### config.mk
export PLATFORM = sky130hd
export DESIGN_NAME = io_reg_deser_flat
export DESIGN_NICKNAME = d
export VERILOG_FILES = /design/src/rtl/io_reg_deser_if.sv /design/src/rtl/io_reg_deser.sv /design/src/flat_wrapper.sv
export SDC_FILE = /design/constraint.sdc
export NUM_CORES = 1
export LEC_CHECK = 0
export ABC_AREA = 1
export CORE_UTILIZATION = 45
export CTS_BUF_LIST = sky130_fd_sc_hd__clkbuf_8
export CTS_CLUSTER_SIZE = 10
export DETAILED_ROUTE_END_ITERATION = 8
export PLACE_DENSITY_LB_ADDON = 0.08
export SYNTH_ARGS = -nofsm -noshare
export SYNTH_HDL_FRONTEND = slang
export SYNTH_SLANG_ARGS = --single-unit
### constraint.sdc
create_clock -name CLK -period 1.75 [get_ports CLK]
set_input_delay 0.35 -clock CLK [delete_from_list [all_inputs] [get_ports CLK]]
set_output_delay 0.35 -clock CLK [all_outputs]
set_load 0.05 [all_outputs]
### src/rtl/io_reg_deser_if.sv
// Word output bus of the serial-to-parallel input stage: assembled word
// plus its valid/ready handshake.
interface io_reg_deser_if #(
  parameter int WIDTH = 8
);
  logic [WIDTH-1:0] WORD_DATA;
  logic             WORD_VALID;
  logic             WORD_READY;

  modport master (
    output WORD_DATA,
    output WORD_VALID,
    input  WORD_READY
  );

  modport slave (
    input  WORD_DATA,
    input  WORD_VALID,
    output WORD_READY
  );
endinterface

### src/rtl/io_reg_deser.sv
// Serial-to-parallel input stage fed by the 1-bit IO input register.
// Assembles WIDTH-bit words (first bit in MSB), supports pattern-based
// alignment (HUNT -> LOCK), manual bit slip, and a single-entry output
// holding register with a sticky overflow flag.
module io_reg_deser #(
  parameter int               WIDTH     = 8,
  parameter logic [WIDTH-1:0] ALIGN_PAT = 8'hA5
) (
  input  logic          CLK,
  input  logic          RST,
  input  logic          D,
  input  logic          EN,
  input  logic          ALIGN,
  input  logic          BITSLIP,
  input  logic          CLR_OVF,
  output logic          LOCKED,
  output logic          OVERFLOW,
  io_reg_deser_if.master word
);

  localparam int CW = (WIDTH > 2) ? $clog2(WIDTH) : 1;
  localparam logic [CW-1:0] CNT_MAX = CW'(WIDTH - 1);

  typedef enum logic [1:0] {
    FREE = 2'd0,
    HUNT = 2'd1,
    LOCK = 2'd2
  } state_t;

  state_t           state;
  state_t           state_next;
  logic [WIDTH-2:0] sr;
  logic [CW-1:0]    cnt;
  logic [CW-1:0]    cnt_next;
  logic             slip_pend;
  logic             slip_next;
  logic             word_done;
  logic [WIDTH-1:0] window;

  // The candidate word is always the stored history plus the bit on D.
  assign window = {sr, D};

  // Next state, bit counter, pending slip and word-complete strobe.
  always_comb begin
    state_next = state;
    cnt_next   = cnt;
    slip_next  = slip_pend;
    word_done  = 1'b0;
    if (ALIGN) begin
      state_next = HUNT;
      cnt_next   = '0;
      slip_next  = 1'b0;
    end else begin
      case (state)
        HUNT: begin
          if (EN && (window == ALIGN_PAT)) begin
            state_next = LOCK;
            cnt_next   = '0;
          end
        end
        default: begin
          if (EN && slip_pend) begin
            slip_next = 1'b0;
          end else begin
            if (BITSLIP) begin
              slip_next = 1'b1;
            end
            if (EN) begin
              if (cnt == CNT_MAX) begin
                word_done = 1'b1;
                cnt_next  = '0;
              end else begin
                cnt_next = cnt + 1'b1;
              end
            end
          end
        end
      endcase
    end
  end

  // Control registers; LOCKED is a dedicated flop so the output is glitch-free.
  always_ff @(posedge CLK or posedge RST) begin
    if (RST) begin
      state     <= FREE;
      cnt       <= '0;
      slip_pend <= 1'b0;
      LOCKED    <= 1'b0;
    end else begin
      state     <= state_next;
      cnt       <= cnt_next;
      slip_pend <= slip_next;
      LOCKED    <= (state_next == LOCK);
    end
  end

  // Bit history shifts on every enabled bit regardless of state.
  always_ff @(posedge CLK or posedge RST) begin
    if (RST) begin
      sr <= '0;
    end else if (EN) begin
      sr <= window[WIDTH-2:0];
    end
  end

  // Single-entry output holding register; a word arriving while the
  // previous one is still unaccepted is dropped and flagged.
  always_ff @(posedge CLK or posedge RST) begin
    if (RST) begin
      word.WORD_DATA  <= '0;
      word.WORD_VALID <= 1'b0;
      OVERFLOW        <= 1'b0;
    end else begin
      if (word_done) begin
        if (!word.WORD_VALID || word.WORD_READY) begin
          word.WORD_DATA  <= window;
          word.WORD_VALID <= 1'b1;
        end
      end else if (word.WORD_VALID && word.WORD_READY) begin
        word.WORD_VALID <= 1'b0;
      end
      if (word_done && word.WORD_VALID && !word.WORD_READY) begin
        OVERFLOW <= 1'b1;
      end else if (CLR_OVF) begin
        OVERFLOW <= 1'b0;
      end
    end
  end

endmodule

### src/flat_wrapper.sv
// flat-port wrapper written by rule: the top's interface ports become plain ports
module io_reg_deser_flat 
#(
  parameter int               WIDTH     = 8,
  parameter logic [WIDTH-1:0] ALIGN_PAT = 8'hA5
)
  (CLK, RST, D, EN, ALIGN, BITSLIP, CLR_OVF, LOCKED, OVERFLOW, word_WORD_DATA, word_WORD_VALID, word_WORD_READY);
  io_reg_deser_if #(.WIDTH(WIDTH)) word_i ();
  input  logic CLK;
  input  logic RST;
  input  logic D;
  input  logic EN;
  input  logic ALIGN;
  input  logic BITSLIP;
  input  logic CLR_OVF;
  output logic LOCKED;
  output logic OVERFLOW;
  output wire logic [$bits(word_i.WORD_DATA)-1:0] word_WORD_DATA;
  output wire logic [$bits(word_i.WORD_VALID)-1:0] word_WORD_VALID;
  input wire logic [$bits(word_i.WORD_READY)-1:0] word_WORD_READY;
  assign word_WORD_DATA = word_i.WORD_DATA;
  assign word_WORD_VALID = word_i.WORD_VALID;
  assign word_i.WORD_READY = word_WORD_READY;
  io_reg_deser #(.WIDTH(WIDTH), .ALIGN_PAT(ALIGN_PAT)) u_core (.CLK(CLK), .RST(RST), .D(D), .EN(EN), .ALIGN(ALIGN), .BITSLIP(BITSLIP), .CLR_OVF(CLR_OVF), .LOCKED(LOCKED), .OVERFLOW(OVERFLOW), .word(word_i));
endmodule
==> flow_metrics.tcl <==
set metrics [dict create \
    grt_pass1_vias 770 \
    gr-usage-all-layers 0.168 \
    yosysSeqAreaShare 0.562 \
    postSynthAreaPerCell_um2 8.69 \
    cp-startpoint "u_core.cnt[0]$_DFFE_PP0P_" \
    final_core_util 0.598 \
    ir_worst_vdd_mv 0.498 \
    drv_cap 0 \
    report.final.slew_viol_count 0 \
    worstSetupEndpointType "flip-flop" \
    first_pass_iters 4 \
    vias 804 \
    start_util 0.478 \
    drc 0 \
    clockBufferDepth 2 \
    crit_arrival_ps 1720 \
    synth_adder_area_share 0.0234 \
    min_period_over_period 0.885 \
    design.core.area_mm2 0.00223 \
    cts_resized 0 \
    fillers 197 \
    synth_warnings 0 \
    synthesis.nets 133 \
    rsz0062_at_grt "no" \
    antenna_found_initial 0 \
    synth_top_family_by_area "simple AND/OR/NAND/NOR gates" \
    syn_area_mm2 0.00107 \
    ctsHoldBuffers 0 \
    cp_cell_sequence "ha_1, ha_1, nand3_1, nor3_2, nand2_2, inv_1, nand2_1, nand2_1" \
    grt_max_degree 25 \
    timing.final.hold_violations 0 \
    h-tree-depth 1 \
    via_per_inst 4.62 \
    nets 157 \
    ys_ff_latch 24 \
    ys_types 16 \
    dieWidth_um 50.7 \
    cts_buffers 3 \
    routed_wl_um 1860 \
    p_leak_nw 0.727 \
    synth_compound_area_frac 0.0960 \
    dpl_cell_area_mm2 0.00126 \
    place_ws_ps 33.8 \
    crit_type "reg -> reg" \
    relSlewSlack 0.774 \
    drive_above_1_share 0.185 \
    postCtsSetupBuffers 0 \
    dp_hpwl_um 1360 \
    cts_root_buf "clkbuf_8" \
    power_mw 1.15 \
    path_max_fanout 16 \
    synth_top_area_cell "dfrtp_1" \
    place_congestion 0.772 \
    wire_per_inst_um 10.7 \
    fmax_mhz 646 \
    p_per_area_mw_per_mm2 865 \
    yosys-mux-area-fraction 0 \
    path_delay_family "simple AND/OR/NAND/NOR gates" \
    synth_cells 123 \
    startpoint_type "flip-flop" \
    timing.rr.start "u_core.cnt[0]$_DFFE_PP0P_" \
    tns_ps 0 \
    areaGrowthSynthToFinish_pct 24.9 \
    timing.final.ws_setup_ps 201 \
    grt_first_pass_wirelength_um 3170 \
    setup_viol 0 \
    clkTransAtPathRegs_ps 80 \
    tightest_slew_ps 337 \
    rows 17 \
    cpPeakStageDelay_ps 410 \
    yosys.area_share.simple 0.227 \
    fp.dieArea_mm2 0.00257 \
    dr.first_iter.drc_count 12 \
    clk_latency_ps 270 \
    slowest_stage "dfrtp_1" \
    cts_tree "built" \
    cts.sinks 24 \
    status "finished, final reports clean" \
    die_h_um 50.7 \
    worst-path-buf-inv 1 \
    grt_overflow_total 0 \
    crit_required_ps 1920 \
    synth.area.top_cells "dfrtp_1 (56%), nand2_1 (13%), inv_1 (7.7%)" \
    hp-class "in -> async" \
    io_pins 19 \
    portBuffers 18 \
    design_area_mm2 0.00134 \
    drtAntennaViolNets 0 \
    diodes 0 \
    period_needed_ps 1550 \
    synth_top_area_frac 0.562 \
    synth_xor_xnor_area_share 0 \
    skew_ps 2.60 \
]
-- cell usage after synthesis --
master,n
clkbuf_1,1
dfrtp_1,24
o21ai_0,9
nor3_2,1
nor2_1,9
a21oi_1,1
o21ai_2,6
nand4_1,1
ha_1,2
inv_1,22
buf_6,1
nor3_1,1
nor2_4,1
nand2_2,1
nand3_1,7
nand2_1,36
-- layout by cell type (no fill, tap or decap), drive strengths merged --
master / n
clkdlybuf4s50: 7
o21ai: 15
bufinv: 1
a21oi: 1
ha: 2
clkbuf: 3
nand2: 37
nand3: 7
nor3: 2
buf: 14
inv: 22
nor2: 10
dfrtp: 24
nand4: 1
-- area by class of cell --
cell class,instances,area (µm²),share of cell area
Clock buffer,3,41.3,0.0309
Clock inverter,1,30.0,0.0225
Inverter,22,82.6,0.0619
Multi-Input combinational cell,75,370,0.277
Sequential cell,24,601,0.450
Tap cell,28,35.0,0.0262
Timing Repair Buffer,21,175,0.131
-- power breakdown --
part	leakage [nW]	switching [mW]	internal (mW)
Clock	0.0357	0.177	0.306
Sequential	0.321	0.0123	0.575
Combinational	0.370	0.0518	0.0322
-- flip-flops by register name (all words and copies together) (netlist names) --
name	count
u_core.LOCKED	1
u_core.cnt	3
u_core.sr	7
u_core.word.WORD_DATA	8
u_core.OVERFLOW	1
u_core.word.WORD_VALID	1
u_core.state	2
u_core.slip_pend	1
-- worst register-to-register path: stages, from the launching register on --
cell and delay (ps):
dfrtp_1 410, ha_1 210, ha_1 200, nand3_1 100
nor3_2 50, nand2_2 270, inv_1 100, nand2_1 70
nand2_1 40
-- logic make-up after synthesis --
| logic type | count (synthesis) |
|---|---|
| adder cells (fa/ha/maj) | 2 |
| buffers and inverters | 24 |
| AO/OA/AOI/OAI | 16 |
| AND/OR/NAND/NOR | 57 |
| flip-flops | 24 |
-- path summary, 6_finish.rpt --
path	slack, ps	end	cells after the start
min in group CLK	490	u_core.word.WORD_DATA[5]$_DFFE_PP0P_	2
setup / recovery	200	u_core.word.WORD_DATA[0]$_DFFE_PP0P_	8
hold / removal	420	u_core.cnt[0]$_DFFE_PP0P_	3
setup reg to reg	200	u_core.word.WORD_DATA[0]$_DFFE_PP0P_	8
hold reg to reg	490	u_core.word.WORD_DATA[5]$_DFFE_PP0P_	2
max in group asynchronous	1100	u_core.cnt[1]$_DFFE_PP0P_	3
-- metal layers --
| layer | global-route usage | up-vias | routed length (µm) |
|---|---|---|---|
| met1 | 0.207 | 362 | 916 |
| met4 | 0.0833 | 0 | 25 |
| met5 | 0 | - | 0 |
| li1 | - | 424 | - |
| met2 | 0.278 | 14 | 852 |
| met3 | 0.0333 | 4 | 64 |
-- through the flow --
| stage | cells | hold slack, ps |
|---|---|---|
| finish | 174 | 418 |
| global route | 174 | 475 |
| CTS | 174 | 422 |
| detailed placement | 170 | 471 |
| global placement | 170 | 470 |
| floorplan | 123 | 365 |
Note: power is estimated with default switching activity, not from simulation.
